==> src/rtl/fetch_pkg.sv <==
// Shared types and constants for the instruction-fetch block.
// Latency: n/a (declarations only).
// Backpressure: n/a.
// Contents: fetch_state_t, INSTR_NOP, PC_STEP, align_pc().
package fetch_pkg;

  typedef enum logic [1:0] {
    IDLE     = 2'd0,
    FETCH    = 2'd1,
    WAIT_OUT = 2'd2,
    DISCARD  = 2'd3
  } fetch_state_t;

  localparam logic [31:0] INSTR_NOP = 32'h0000_0013;
  localparam logic [31:0] PC_STEP   = 32'd4;

  // Instruction addresses are word aligned; low two bits are dropped.
  function automatic logic [31:0] align_pc(input logic [31:0] pc);
    return pc & ~32'd3;
  endfunction

endpackage

==> src/rtl/fetch_if.sv <==
// Bundle of the fetch block's memory, decode and redirect signals.
// Latency: n/a (wires only).
// Backpressure: stall from decode; imem_ack from memory.
// Ports: master = fetch controller side, slave = memory/decode/branch side.
interface fetch_if;

  logic        imem_req;
  logic [31:0] imem_addr;
  logic        imem_ack;
  logic [31:0] imem_rdata;
  logic        stall;
  logic        redirect_valid;
  logic [31:0] redirect_pc;
  logic        if_valid;
  logic [31:0] if_pc;
  logic [31:0] if_instr;

  modport master (
    output imem_req, imem_addr, if_valid, if_pc, if_instr,
    input  imem_ack, imem_rdata, stall, redirect_valid, redirect_pc
  );

  modport slave (
    input  imem_req, imem_addr, if_valid, if_pc, if_instr,
    output imem_ack, imem_rdata, stall, redirect_valid, redirect_pc
  );

endinterface

==> src/rtl/fetch_skid_buffer.sv <==
// One-entry holding register for a word fetched while the output is blocked.
// Latency: load visible on the next cycle.
// Backpressure: none of its own; flush beats load beats unload.
// Ports: clk, rst, load/unload/flush controls, load_pc/load_instr data, valid/pc/instr state.
module fetch_skid_buffer
  import fetch_pkg::*;
(
  input  logic        clk,
  input  logic        rst,
  input  logic        load,
  input  logic        unload,
  input  logic        flush,
  input  logic [31:0] load_pc,
  input  logic [31:0] load_instr,
  output logic        valid,
  output logic [31:0] pc,
  output logic [31:0] instr
);

  always_ff @(posedge clk or posedge rst) begin
    if (rst) begin
      valid <= 1'b0;
      pc    <= 32'd0;
      instr <= INSTR_NOP;
    end else if (flush) begin
      valid <= 1'b0;
    end else if (load) begin
      valid <= 1'b1;
      pc    <= load_pc;
      instr <= load_instr;
    end else if (unload) begin
      valid <= 1'b0;
    end
  end

endmodule

==> src/rtl/fetch_controller.sv <==
// Instruction fetch: one outstanding memory request, registered output word, redirect handling.
// Latency: ack in cycle N -> if_valid in cycle N+1; first request two cycles after reset release.
// Backpressure: stall holds the output; a word arriving into a full output waits in the skid buffer.
// Ports: clk, rst (async, active high), bus (fetch_if.master: imem_*, stall, redirect_*, if_*).
module fetch_controller
  import fetch_pkg::*;
#(
  parameter logic [31:0] RESET_PC = 32'h0000_0000
) (
  input logic    clk,
  input logic    rst,
  fetch_if.master bus
);

  fetch_state_t state_q, state_d;
  logic [31:0]  pc_q, pending_pc;
  logic         if_valid_q;
  logic [31:0]  if_pc_q, if_instr_q;

  logic         skid_valid;
  logic [31:0]  skid_pc, skid_instr;

  logic         xfer, out_loadable;
  logic [31:0]  redir_tgt;

  // control decoded by the output process
  logic load_out, load_skid, unload_skid, flush;
  logic pc_sel_redirect, pc_sel_pending, pc_inc, capture_pending;

  assign bus.imem_req  = (state_q == FETCH) || (state_q == DISCARD);
  assign bus.imem_addr = pc_q;
  assign bus.if_valid  = if_valid_q;
  assign bus.if_pc     = if_pc_q;
  assign bus.if_instr  = if_instr_q;

  assign xfer         = bus.imem_req && bus.imem_ack;
  assign out_loadable = !if_valid_q || !bus.stall;
  assign redir_tgt    = align_pc(bus.redirect_pc);

  // state register
  always_ff @(posedge clk or posedge rst) begin
    if (rst) state_q <= IDLE;
    else     state_q <= state_d;
  end

  // next state
  always_comb begin
    state_d = state_q;
    case (state_q)
      IDLE:     state_d = FETCH;
      FETCH: begin
        if (bus.redirect_valid)      state_d = xfer ? FETCH : DISCARD;
        else if (xfer && !out_loadable) state_d = WAIT_OUT;
      end
      WAIT_OUT: if (bus.redirect_valid || !bus.stall) state_d = FETCH;
      DISCARD:  if (xfer) state_d = FETCH;
      default:  state_d = IDLE;
    endcase
  end

  // outputs / datapath controls
  always_comb begin
    load_out        = 1'b0;
    load_skid       = 1'b0;
    unload_skid     = 1'b0;
    flush           = bus.redirect_valid;
    pc_sel_redirect = 1'b0;
    pc_sel_pending  = 1'b0;
    pc_inc          = 1'b0;
    capture_pending = 1'b0;
    case (state_q)
      IDLE: pc_sel_redirect = bus.redirect_valid;
      FETCH: begin
        if (bus.redirect_valid) begin
          // the in-flight word is stale; if it has not returned yet,
          // remember the target and drain it in DISCARD
          if (xfer) pc_sel_redirect = 1'b1;
          else      capture_pending = 1'b1;
        end else if (xfer) begin
          pc_inc = 1'b1;
          if (out_loadable) load_out  = 1'b1;
          else              load_skid = 1'b1;
        end
      end
      WAIT_OUT: begin
        if (bus.redirect_valid) pc_sel_redirect = 1'b1;
        else if (!bus.stall)    unload_skid     = 1'b1;
      end
      DISCARD: begin
        if (xfer) begin
          pc_sel_redirect = bus.redirect_valid;
          pc_sel_pending  = !bus.redirect_valid;
        end else begin
          capture_pending = bus.redirect_valid;
        end
      end
      default: ;
    endcase
  end

  always_ff @(posedge clk or posedge rst) begin
    if (rst) begin
      pc_q       <= RESET_PC;
      pending_pc <= 32'd0;
    end else begin
      if (pc_sel_redirect)     pc_q <= redir_tgt;
      else if (pc_sel_pending) pc_q <= pending_pc;
      else if (pc_inc)         pc_q <= pc_q + PC_STEP;
      if (capture_pending) pending_pc <= redir_tgt;
    end
  end

  always_ff @(posedge clk or posedge rst) begin
    if (rst) begin
      if_valid_q <= 1'b0;
      if_pc_q    <= 32'd0;
      if_instr_q <= INSTR_NOP;
    end else if (flush) begin
      if_valid_q <= 1'b0;
      if_instr_q <= INSTR_NOP;
    end else if (load_out) begin
      if_valid_q <= 1'b1;
      if_pc_q    <= pc_q;
      if_instr_q <= bus.imem_rdata;
    end else if (unload_skid) begin
      if_valid_q <= 1'b1;
      if_pc_q    <= skid_pc;
      if_instr_q <= skid_instr;
    end else if (if_valid_q && !bus.stall) begin
      if_valid_q <= 1'b0;
    end
  end

  fetch_skid_buffer u_skid (
    .clk        (clk),
    .rst        (rst),
    .load       (load_skid),
    .unload     (unload_skid),
    .flush      (flush),
    .load_pc    (pc_q),
    .load_instr (bus.imem_rdata),
    .valid      (skid_valid),
    .pc         (skid_pc),
    .instr      (skid_instr)
  );

endmodule

==> src/flat_wrapper.sv <==
// flat-port wrapper written by rule: the top's interface ports become plain ports
module fetch_controller_flat import fetch_pkg::*;
#(
  parameter logic [31:0] RESET_PC = 32'h0000_0000
)
  (clk, rst, bus_imem_req, bus_imem_addr, bus_if_valid, bus_if_pc, bus_if_instr, bus_imem_ack, bus_imem_rdata, bus_stall, bus_redirect_valid, bus_redirect_pc);
  fetch_if bus_i ();
  input logic clk;
  input logic rst;
  output wire logic [$bits(bus_i.imem_req)-1:0] bus_imem_req;
  output wire logic [$bits(bus_i.imem_addr)-1:0] bus_imem_addr;
  output wire logic [$bits(bus_i.if_valid)-1:0] bus_if_valid;
  output wire logic [$bits(bus_i.if_pc)-1:0] bus_if_pc;
  output wire logic [$bits(bus_i.if_instr)-1:0] bus_if_instr;
  input wire logic [$bits(bus_i.imem_ack)-1:0] bus_imem_ack;
  input wire logic [$bits(bus_i.imem_rdata)-1:0] bus_imem_rdata;
  input wire logic [$bits(bus_i.stall)-1:0] bus_stall;
  input wire logic [$bits(bus_i.redirect_valid)-1:0] bus_redirect_valid;
  input wire logic [$bits(bus_i.redirect_pc)-1:0] bus_redirect_pc;
  assign bus_imem_req = bus_i.imem_req;
  assign bus_imem_addr = bus_i.imem_addr;
  assign bus_if_valid = bus_i.if_valid;
  assign bus_if_pc = bus_i.if_pc;
  assign bus_if_instr = bus_i.if_instr;
  assign bus_i.imem_ack = bus_imem_ack;
  assign bus_i.imem_rdata = bus_imem_rdata;
  assign bus_i.stall = bus_stall;
  assign bus_i.redirect_valid = bus_redirect_valid;
  assign bus_i.redirect_pc = bus_redirect_pc;
  fetch_controller #(.RESET_PC(RESET_PC)) u_core (.clk(clk), .rst(rst), .bus(bus_i));
endmodule
==> config.mk <==
export PLATFORM = sky130hd
export DESIGN_NAME = fetch_controller_flat
export DESIGN_NICKNAME = d
export VERILOG_FILES = /design/src/rtl/fetch_pkg.sv /design/src/rtl/fetch_if.sv /design/src/rtl/fetch_skid_buffer.sv /design/src/rtl/fetch_controller.sv /design/src/flat_wrapper.sv
export SDC_FILE = /design/constraint.sdc
export NUM_CORES = 1
export LEC_CHECK = 0
export ABC_AREA = 1
export BUFFER_PORTS_ARGS = -buffer_cell sky130_fd_sc_hd__buf_4
export CAP_MARGIN = 0
export CORE_ASPECT_RATIO = 1.1
export CORE_MARGIN = 2
export CORE_UTILIZATION = 30
export CTS_CLUSTER_SIZE = 25
export DETAILED_ROUTE_END_ITERATION = 8
export GPL_TIMING_DRIVEN = 0
export PLACE_DENSITY_LB_ADDON = 0.08
export SLEW_MARGIN = 10
export SYNTH_ARGS = -nofsm -noshare
export SYNTH_HDL_FRONTEND = slang
export SYNTH_SLANG_ARGS = --single-unit
==> constraint.sdc <==
create_clock -name clk -period 4.64 [get_ports clk]
set_input_delay 0 -clock clk [delete_from_list [all_inputs] [get_ports clk]]
set_output_delay 0 -clock clk [all_outputs]
set_load 0.01 [all_outputs]
; Word-level counts from Yosys, hierarchy flattened
; Index checks and enable logic that the tools add are counted.
; W data, S select, Z words.
[word_totals]
out_inout_bits = 98
inputBits = 69
regBits = 193
[classes]
mux = 42
n_reduce_logical = 18
eq_ne = 6
bitwise = 1
addsub = 1
[op_table]
columns = operator, n
row1 = $mux W32, 8
row2 = $add A32 B3 Y32 const B, 1
row3 = $mux W1, 26
row4 = $mux W2, 5
row5 = $pmux W2 S4, 1
row6 = $reduce_bool A3 Y1, 2
row7 = $eq A2 B2 Y1 const B, 2
row8 = $logic_not A1 Y1, 4
row9 = $ne A2 B1 Y1 const B, 2
row10 = $pmux W1 S4, 1
row11 = $reduce_and A2 Y1, 2
row12 = $reduce_bool A4 Y1, 1
row13 = $logic_and A1 B1 Y1, 3
row14 = $logic_or A1 B1 Y1, 3
row15 = $ne A3 B3 Y1 const B, 1
row16 = $reduce_and A3 Y1, 1
row17 = $eq A2 B1 Y1 const B, 1
row18 = $logic_not A2 Y1, 1
row19 = $pmux W1 S2, 1
row20 = $reduce_bool A2 Y1, 1
row21 = $not A1 Y1, 1

; Logic depth before layout (Yosys ltp)
[logic_depth]
depth_word = 9
ltp_mapped = 11

; Hierarchy
; Synthesis repeated with hierarchy kept, for this count alone.
[hier_totals]
hier_cells = 1148
hier_area_um2 = 9505.4
[by_module_without_submodules]
columns = module, cells_per_inst, instances, seq_area_each_um2, area_per_inst_um2
row1 = fetch_controller, 864, 1, 3181.8, 6886.6
row2 = fetch_skid_buffer, 284, 1, 1630.3, 2618.8

; Worst setup path before layout
; No wires, ideal clock.
[synth_timing]
path_type = flip-flop to flip-flop
start = register u_core.pc_q[2] (netlist: u_core.bus.imem_addr[2])
end = register u_core.pc_q[20] (netlist: u_core.bus.imem_addr[20])
setup_ns = 0.116
synth_period_minus_slack_ns = 1.603
path_slack_ns = 3.037
stages_incl_launch_ff = 11
path_buffers = 0
arrival_ns = 1.487
cell_sequence = dfrtp_1 > ha_1 > nand2_1 > nor2_1 > nand2_1 > nor2_1 > nand3_1 > nand3_1 > nand2_1 > nand2_1 > nand2_1
[synth_via]
elab_chain_cells = 4
[synth_rtl]
columns = element, line
row1 = start: declaration, fetch_controller.sv:16  ; logic [31:0] pc_q, pending_pc;
row2 = start signal: assignment, fetch_controller.sv:106  ; if (pc_sel_redirect) pc_q <= redir_tgt;
row3 = start signal: assignment, fetch_controller.sv:107  ; else if (pc_sel_pending) pc_q <= pending_pc;
row4 = start signal: assignment, fetch_controller.sv:108  ; else if (pc_inc) pc_q <= pc_q + PC_STEP;
row5 = $add A32 B3 Y32, fetch_controller.sv:108
row6 = $mux W32, fetch_controller.sv:108
row7 = $mux W32, fetch_controller.sv:107
row8 = $mux W32, fetch_controller.sv:106
; Every way passes these cells. The select of a mux whose other input is x is not followed.
; A chain may end at the register's enable or synchronous reset.

; Final worst setup path
[layout_timing]
start = register u_core.state_q[1]
end = register u_core.if_instr_q[15] (netlist: u_core.bus.if_instr[15])
[layout_via]
elab_chain_cells = 8
[layout_rtl]
columns = element, line
row1 = start: declaration, fetch_controller.sv:15  ; fetch_state_t state_q, state_d;
row2 = start signal: assignment, fetch_controller.sv:43  ; else state_q <= state_d;
row3 = $eq A2 B1 Y1 / $eq A2 B2 Y1 (equally long branches), "fetch_controller.sv:30, fetch_controller.sv:71"
row4 = $logic_or A1 B1 Y1, fetch_controller.sv:30  ; assign bus.imem_req = (state_q == FETCH) || (state_q == DISCARD);
row5 = $logic_and A1 B1 Y1, fetch_controller.sv:36  ; assign xfer = bus.imem_req && bus.imem_ack;
row6 = $mux W1, fetch_controller.sv:79  ; end else if (xfer) begin
row7 = $mux W1, fetch_controller.sv:74  ; if (bus.redirect_valid) begin
row8 = $mux W1, fetch_controller.sv:71  ; case (state_q)
row9 = $mux W32, fetch_controller.sv:121  ; end else if (load_out) begin
row10 = $mux W32, fetch_controller.sv:118  ; end else if (flush) begin
row11 = end signal: assignment, fetch_controller.sv:124  ; if_instr_q <= bus.imem_rdata;
row12 = end signal: assignment, fetch_controller.sv:128  ; if_instr_q <= skid_instr;
row13 = end: declaration, fetch_controller.sv:18  ; logic [31:0] if_pc_q, if_instr_q;
; Parallel ways exist; a longest one is shown, timed or not.

==> results.sh <==
export IMPL_start_util_pct=30.3
export IMPL_die_height_um=185
export IMPL_tns_ns=0
export IMPL_grt_max_degree=35
export IMPL_run_status="finished clean"
export IMPL_tritoncts="built"
export IMPL_drive_gt1_share_pct=18.1
export IMPL_startpoint="u_core.state_q[1]"
export IMPL_critPathKind="register to register"
export IMPL_mostFrequentLayoutCell="nand2_1"
export IMPL_hpwl_um=22100
export IMPL_grt_setup_unrepaired="false"
export IMPL_slew_viol_final=0
export IMPL_numCtsBuffers=17
export IMPL_period_share_pct=47.0
export IMPL_grt_util_met1_pct=26.9
export IMPL_post_drt_wl_per_cell_um=16.8
export IMPL_drv_cap=0
export IMPL_dp_cells=1677
export IMPL_setup_viol=0
export IMPL_clk_pin_slew_ns=0.08
export IMPL_grt_pass1_vias=8116
export IMPL_vdd_drop_max_mv=0.194
export IMPL_io_pins=167
export IMPL_firstDrtPassIters=5
export IMPL_period_minus_slack_ns=2.18
export IMPL_die_w_um=169
export IMPL_postCtsSetupBuffers=0
export IMPL_layout_common_cells="nand2_1, dfrtp_1, buf_4"
export IMPL_power_density_nw_per_um2=500
export IMPL_multiInputGateArea_um2=3500
export IMPL_clockBufferDepth=2
export IMPL_cts_sinks=187
export IMPL_p_leak_uw=0.00584
export IMPL_hold_class="primary input to async pin"
export IMPL_postSynthCellCount=1134
export IMPL_synth_seq_cells=187
export IMPL_grtUsageMet2_pct=32.7
export IMPL_h_tree_depth=4
export IMPL_drc=0
export IMPL_grt_overflow_total=0
export IMPL_grt_busiest_layer="met2"
export IMPL_yosys_warnings=0
export IMPL_worstPathMaxFanout=10
export IMPL_drtIter0Drc=671
export IMPL_r2r_start="u_core.state_q[1]"
export IMPL_area_growth_pct=34.6
export IMPL_layout_cells_non_filler=1775
export IMPL_worst_setup_path_end_kind="register"
export IMPL_io_buffer_count=160
export IMPL_antenna_found_initial=0
export IMPL_num_vias=8229
export IMPL_synth_seq_area_share_pct=52.5
export IMPL_dieArea_um2=31200
export IMPL_hold_buffers=66
export IMPL_final_nets=1458
export IMPL_seqCellArea_um2=4690
export IMPL_cts_resized=0
export IMPL_postRouteWirelength_um=29800
export IMPL_tightest_slew_ns=0.779
export IMPL_n_antenna_cell=0
export IMPL_synthDistinctLibCells=31
export IMPL_grt_use_met3_pct=2.05
export IMPL_row_count=66
export IMPL_finalHoldViolations=0
export IMPL_fin_worst_skew_ns=0.0221
export IMPL_grt_pass1_wl_um=46600
export IMPL_arrival_ns=2.52
export IMPL_via_per_inst=4.64
export IMPL_nFillCells=3123
export IMPL_cts_root_buffer="clkbuf_16"
export IMPL_core_area_um2=29500
export IMPL_ant_nets=0
export IMPL_cp_start_kind="register"
export IMPL_netlist_area_um2=8930
export IMPL_slew_headroom_pct=48.1
export IMPL_avgSynthCellArea_um2=7.88
export IMPL_grt_total_usage_pct=19.5
export IMPL_clk_latency_ns=0.43
export IMPL_cp_required_ns=4.98
export IMPL_fmax_mhz=459
export IMPL_globalplace_congestion=0.874
through the flow:
stage	setup WS, ns	util (%)	area [µm²]	power, µW	hold slack, ns
after CTS	2.44	40.8	12000	6090	0.167
after detailed placement	2.46	36.4	10700	4450	0.0702
final	2.46	40.8	12000	6020	0.164
after global placement	0.719	36.0	10600	4420	0.221
after global routing	2.26	40.8	12000	6440	0.189
after floorplan	2.24	-	8950	3520	0.111
layout make-up:
type                       instances  share of cell area [%]
clock inverter                    12                    1.48
tap                              374                    3.89
clock buffer                      20                    3.72
inverter                         119                    3.75
multi-input combinational        768                    29.1
timing repair buffer             232                    16.5
buffer                            63                    2.61
sequential                       187                    39.0
synthesized netlist by cell type:
library cell	count	area, µm²
a21oi_1	80	400
a32oi_1	1	8.76
and2_1	1	6.26
buf_1	1	3.75
buf_2	23	115
buf_4	5	37.5
buf_6	4	45.0
clkbuf_1	30	113
conb_1	1	3.75
dfrtp_1	181	4530
dfstp_2	6	158
ha_1	1	12.5
inv_1	115	432
inv_2	4	15.0
mux2_2	10	113
nand2_1	299	1120
nand2_2	1	6.26
nand3_1	45	225
nand4_1	1	6.26
nand4_4	1	21.3
nor2_1	117	439
nor2_2	2	12.5
nor3_1	1	5.00
nor3_4	1	16.3
o211ai_1	5	37.5
o21ai_0	97	485
o21ai_1	82	410
o21bai_1	6	45.0
o221ai_1	3	26.3
o22ai_1	2	12.5
xor2_1	8	70.1
power breakdown:
group	internal [µW]	switching [µW]	leakage [µW]
clock	884	695	0.000301
combinational	837	1130	0.00323
sequential	2150	323	0.00231
cells by family (layout without fill, tap and decap cells):
group           Yosys count  after routing  share of synthesized area, %
other cells               1              4                        0.0420
mux                      10             10                          1.26
fa+ha+maj                 1              1                         0.140
simple gates            469            469                          20.8
xor+xnor                  8              8                         0.784
flops                   187            187                          52.5
compound gates          276            276                          16.0
buf+inv                 182            446                          8.52
layer usage:
layer  share of wire, %  wire length [µm]
met1                 48             14200
met3                3.6              1060
met2                 47             14000
met5                  0                 0
met4                1.6               476
registers in the layout (all words and copies together), names as in the netlist:
| register | count |
|---|---|
| u_core.bus.if_instr | 32 |
| u_core.pending_pc | 30 |
| u_core.u_skid.instr | 32 |
| u_core.bus.imem_addr | 30 |
| u_core.u_skid.pc | 30 |
| u_core.bus.if_pc | 30 |
| u_core.state_q | 2 |
| u_core.bus.if_valid | 1 |
worst max-delay path: stages, from the launching register on:
cell      delay [ns]
dfrtp_1         0.35
buf_2           0.19
inv_1           0.23
nor2_1          0.09
nand2_1         0.07
nand2_1         0.08
nor2_1          0.44
clkbuf_1        0.45
nand2_1         0.10
o21ai_1         0.09
final timing paths:
check                                           end  slack (ns)  cells after the start
setup / recovery            u_core.bus.if_instr[15]        2.46                      9
hold / removal               u_core.bus.if_instr[6]        0.16                      3
setup reg to reg            u_core.bus.if_instr[15]        2.46                      9
hold reg to reg                u_core.u_skid.pc[12]        0.48                      2
max in group asynchronous  u_core.bus.imem_addr[19]        3.67                      5
min in group clk           u_core.bus.imem_addr[30]        0.33                      4
(Power assumes the default switching activity.)
